--- src/rtl/cdb_arbiter.sv ---
// cdb_arbiter: three 2-deep writeback FIFOs, round-robin arbitrated onto one registered CDB.
package ooop_types;
  localparam int XLEN   = 32;
  localparam int PREG_W = 6;
  localparam int ROB_W  = 5;
  typedef struct packed {
    logic              valid;
    logic [ROB_W-1:0]  rob_tag;
    logic [PREG_W-1:0] prd;
    logic [XLEN-1:0]   data;
    logic              rd_used;
  } wb_pkt_t;
endpackage

module cdb_arbiter
  import ooop_types::*;
(
  input  logic       clk,
  input  logic       rst_n,
  input  logic       flush,
  input  wb_pkt_t    alu_wb,
  input  wb_pkt_t    lsu_wb,
  input  wb_pkt_t    bru_wb,
  output logic       alu_rdy,
  output logic       lsu_rdy,
  output logic       bru_rdy,
  output wb_pkt_t    cdb,
  output logic [1:0] cdb_src
);
  wb_pkt_t    req [3];
  wb_pkt_t    mem [3][2];
  logic [1:0] cnt [3];
  logic [2:0] hd, tl, ne, rdy, push, pop;
  logic [1:0] rr_ptr, rr, c1, c2, gnt_s;
  logic       gnt;
  always_comb begin
    req[0] = alu_wb;
    req[1] = lsu_wb;
    req[2] = bru_wb;
    rr     = rr_ptr == 2'd3 ? 2'd0 : rr_ptr;
    c1     = rr == 2'd2 ? 2'd0 : rr + 2'd1;
    c2     = rr == 2'd0 ? 2'd2 : rr - 2'd1;
    for (int i = 0; i < 3; i++) begin
      ne[i]   = cnt[i] != 2'd0;
      rdy[i]  = rst_n && cnt[i] < 2'd2 && !flush;
      push[i] = req[i].valid && rdy[i];
    end
    gnt   = |ne;
    gnt_s = ne[rr] ? rr : ne[c1] ? c1 : c2;
    for (int i = 0; i < 3; i++) pop[i] = gnt && gnt_s == 2'(i);
    {bru_rdy, lsu_rdy, alu_rdy} = rdy;
  end
  always_ff @(posedge clk or negedge rst_n) begin
    if (!rst_n) begin
      for (int i = 0; i < 3; i++) cnt[i] <= 2'd0;
      hd      <= '0;
      tl      <= '0;
      rr_ptr  <= '0;
      cdb     <= '0;
      cdb_src <= '0;
    end else if (flush) begin
      for (int i = 0; i < 3; i++) cnt[i] <= 2'd0;
      hd        <= '0;
      tl        <= '0;
      cdb.valid <= 1'b0;
    end else begin
      for (int i = 0; i < 3; i++) cnt[i] <= cnt[i] + 2'(push[i]) - 2'(pop[i]);
      hd <= hd ^ pop;
      tl <= tl ^ push;
      if (gnt) begin
        cdb     <= mem[gnt_s][hd[gnt_s]];
        cdb_src <= gnt_s;
        rr_ptr  <= gnt_s == 2'd2 ? 2'd0 : gnt_s + 2'd1;
      end
      cdb.valid <= gnt;
    end
  end
  // storage needs no reset: counts alone decide what is live
  always_ff @(posedge clk) begin
    for (int i = 0; i < 3; i++) if (push[i]) mem[i][tl[i]] <= req[i];
  end
endmodule
--- config.mk ---
export PLATFORM = sky130hd
export DESIGN_NAME = cdb_arbiter
export DESIGN_NICKNAME = d
export VERILOG_FILES = /design/src/rtl/cdb_arbiter.sv
export SDC_FILE = /design/constraint.sdc
export NUM_CORES = 1
export LEC_CHECK = 0
export CORE_MARGIN = 2
export CORE_UTILIZATION = 25
export DETAILED_ROUTE_END_ITERATION = 12
export HOLD_SLACK_MARGIN = 0.02
export MAX_ROUTING_LAYER = met4
export PLACE_DENSITY = 0.44
export SYNTH_ARGS = -nofsm -noshare
export SYNTH_HDL_FRONTEND = slang
export SYNTH_SLANG_ARGS = --single-unit
--- constraint.sdc ---
create_clock -name clk -period 3.56 [get_ports clk]
set_input_delay 0.712 -clock clk [delete_from_list [all_inputs] [get_ports clk]]
set_output_delay 0.712 -clock clk [all_outputs]
set_load 0.005 [all_outputs]
==> reports/qor.csv <==
metric,value,unit
number of global-route vias before repair,8784,
status,completed,
Synth area leaders,"edfxtp_1 (60%), dfrtp_1 (12%), a211oi_1 (5.0%)",
syn nets,1079,
CTS root buffer,clkbuf_16,
mapped cell area,13100,µm²
# setup viols final,0,
fillers,5041,
CP endpoint kind,flop,
total CTS buffers,37,
LEAKAGE,6.28,nW
first-pass GRT wire length,60.5,mm
Final ANT Viol Nets,0,
Non-Filler Instances,1826,
DR WL/cell,23.1,µm
fin crit share,0.861,
final hold vios,0,
die width,233,µm
Syn Area/Cell,14.1,µm²
kind of critical path,reg2reg,
Synth Area in Compound Gates,0.146,
grt total ovfl,0,
top cell type's share of synthesized area,0.605,
# IOs,188,
achievable frequency,326,MHz
worst slew pin tran,934,ps
FP Rows,83,
post-synthesis adder-cell area fraction,0.0134,
Worst slew margin,0.376,
Pwr Total,17.1,mW
CP required,3970,ps
multiplexer share of the synthesized area,0,
Yosys top cell by area,edfxtp_1,
clock sink count,325,
Inst Count DP,1759,
post-synthesis simple-gate area fraction,0.0809,
fin nets,1270,
Tmin final,3060,ps
post-CTS setup buffer count,0,
DR vias,8428,
pre-CTS setup slack,480,ps
worst-case clock buffer depth,3,
gpl congestion,0.724,
Netlist cell types,32,
Synth Warn #,0,
share of cells above drive strength 1,0.114,
Core Region,51600,µm²
largest net degree at the start of global routing,91,
Post-Syn Instances,927,
crit path DAT,3470,ps
Clock Latency Late Sink,540,ps
Register Area,9450,µm²
"Seq/Total Area, Yosys",0.721,
initial antenna violation count,3,
Yosys reg bits,325,
iteration count of the initial detailed-routing pass,4,
most used flip-flop cell after synthesis,edfxtp_1,
Total GRT Usage,0.160,
multi-input logic area,3340,µm²
Layout Skew,19.0,ps
Detailed Route Iter0 Violations,455,
CTS H-tree lvls,2,
CTS tree,yes,
ys async rst share,0.188,
"IR drop worst, VDD",0.000754,V
P&R area growth vs syn,31.8,%
main combinational cell family by area after synthesis,compound AO/OA/AOI/OAI gates,
worst-path fanout max,26,
final WL,42.2,mm
Residual DRC,0,
final setup margin,495,ps
Port Buffers,187,
dpl hpwl,25.7,mm
RSZ-0062 raised after global routing,no,
Starting Density,0.254,
setup_tns,0,ps
"Hold-fix buffers, CTS",0,
Slew Limit Fails,0,
Critical Path Source Type,flop,
Min-Delay Path Class,in2async,
DIE HEIGHT,233,µm
P per Cell Area,988,nW/µm²
total of max-cap violations,0,
die area,54300,µm²
"CTS clk-pin slew, worst paths",60,ps
vias per std cell,4.62,
cts repair resizes,0,
XOR/XNOR Fraction of Synth Area,0.00601,
number of enable flip-flop cells after synthesis,264,
==> cells in the mapped netlist (2+ instances only) <==
library cell and number:
a211o_1 45, buf_4 3, nand2b_1 2, buf_2 15, nor2b_1 47, a21oi_1 69
dfrtp_1 61, inv_1 16, o32ai_1 2, xor2_1 5, o21ai_0 48, clkbuf_1 40
edfxtp_1 264, xnor2_1 4, nand3_1 6, ha_1 14, a21oi_2 21, a211oi_1 88
nand2_1 50, nor2_1 59, buf_6 11, and3_1 47
==> cell usage in the layout (no fill, tap or decap), types with 2 or more instances in the layout <==
master and n:
xnor2_1 4, clkbuf_16 37, diode_2 2, a211oi_1 88, clkbuf_8 7, nand3_1 5, xor2_1 5, inv_1 15
nor2_1 59, ha_1 8, clkinvlp_4 2, buf_4 18, nand2b_1 2, a211o_1 44, dfrtp_1 61, nand2_1 49
a21oi_2 21, buf_12 17, nor2b_1 47, o21ai_0 48, clkdlybuf4s50_1 186, ha_4 6, clkbuf_1 4, clkinv_1 5
edfxtp_1 264, bufinv_16 4, a21oi_1 68, and3_1 46, clkinv_2 6, o32ai_1 2
==> per-layer routing <==
metal / routed length [µm] / GRT usage / vias up
li1: - / - / 3897
met1: 20000 / 0.217 / 4284
met2: 19700 / 0.249 / 192
met3: 1680 / 0.0259 / 55
met4: 779 / 0.0420 / 0
met5: 0 / - / -
==> worst max-delay path, stage by stage, from the launching register on <==
cell and delay [ps]:
dfrtp_1 340, inv_1 50, ha_1 360, a211o_2 410, buf_4 440, nand3_4 350, and3_2 350, buf_4 270
a211o_1 320
==> where the power goes <==
group	switching (mW)	internal [mW]	total [mW]	leakage [nW]
sequential	0.297	4.59	4.89	3.16
clock	1.52	2.34	3.86	0.599
combinational	5.13	3.18	8.31	2.52
==> state kept, by name, indices dropped and copies added, names as in the netlist <==
register,count
rr_ptr,2
hd,3
tl,3
mem,264
cdb,45
cdb_src,2
cnt,6
==> area by class of cell <==
cell class                 instances  share of cell area
multi-input combinational        517               0.194
inverter                          16             0.00355
tap                              680              0.0492
antenna                            2            0.000290
timing repair buffer             221               0.135
clock inverter                    17              0.0109
clock buffer                      48              0.0600
sequential                       325               0.547
==> final timing paths <==
| check | slack (ps) | cells after the start | startpoint | endpoint |
|---|---|---|---|---|
| max in group asynchronous | 2330 | 3 | rst_n | cdb[18]$_DFFE_PN0P_ |
| hold / removal | 210 | 2 | rst_n | cdb[2]$_DFFE_PN0P_ |
| setup reg to reg | 500 | 8 | rr_ptr[0]$_DFFE_PN0P_ | cdb[15]$_DFFE_PN0P_ |
| min in group clk | 490 | 2 | cdb_src[1]$_DFFE_PN0P_ | cdb_src[1]$_DFFE_PN0P_ |
| hold reg to reg | 490 | 2 | cdb_src[1]$_DFFE_PN0P_ | cdb_src[1]$_DFFE_PN0P_ |
| setup / recovery | 500 | 8 | rr_ptr[0]$_DFFE_PN0P_ | cdb[15]$_DFFE_PN0P_ |
==> cell families after synthesis <==
| family | count (synthesis) |
|---|---|
| AND/OR/NAND/NOR | 214 |
| flip-flops | 325 |
| XOR/XNOR | 9 |
| adder cells (fa/ha/maj) | 14 |
| AO/OA/AOI/OAI | 280 |
| buffers and inverters | 85 |
==> through the flow <==
step / hold WS, ps / cell area (µm²) / util
finish: 206 / 17300 / 0.335
global route: 213 / 17300 / 0.335
CTS: 202 / 17300 / 0.335
detailed placement: 485 / 16000 / 0.311
global placement: 468 / 16000 / 0.311
floorplan: 416 / 13100 / -
No activity file was read; power rests on OpenSTA's default activity.
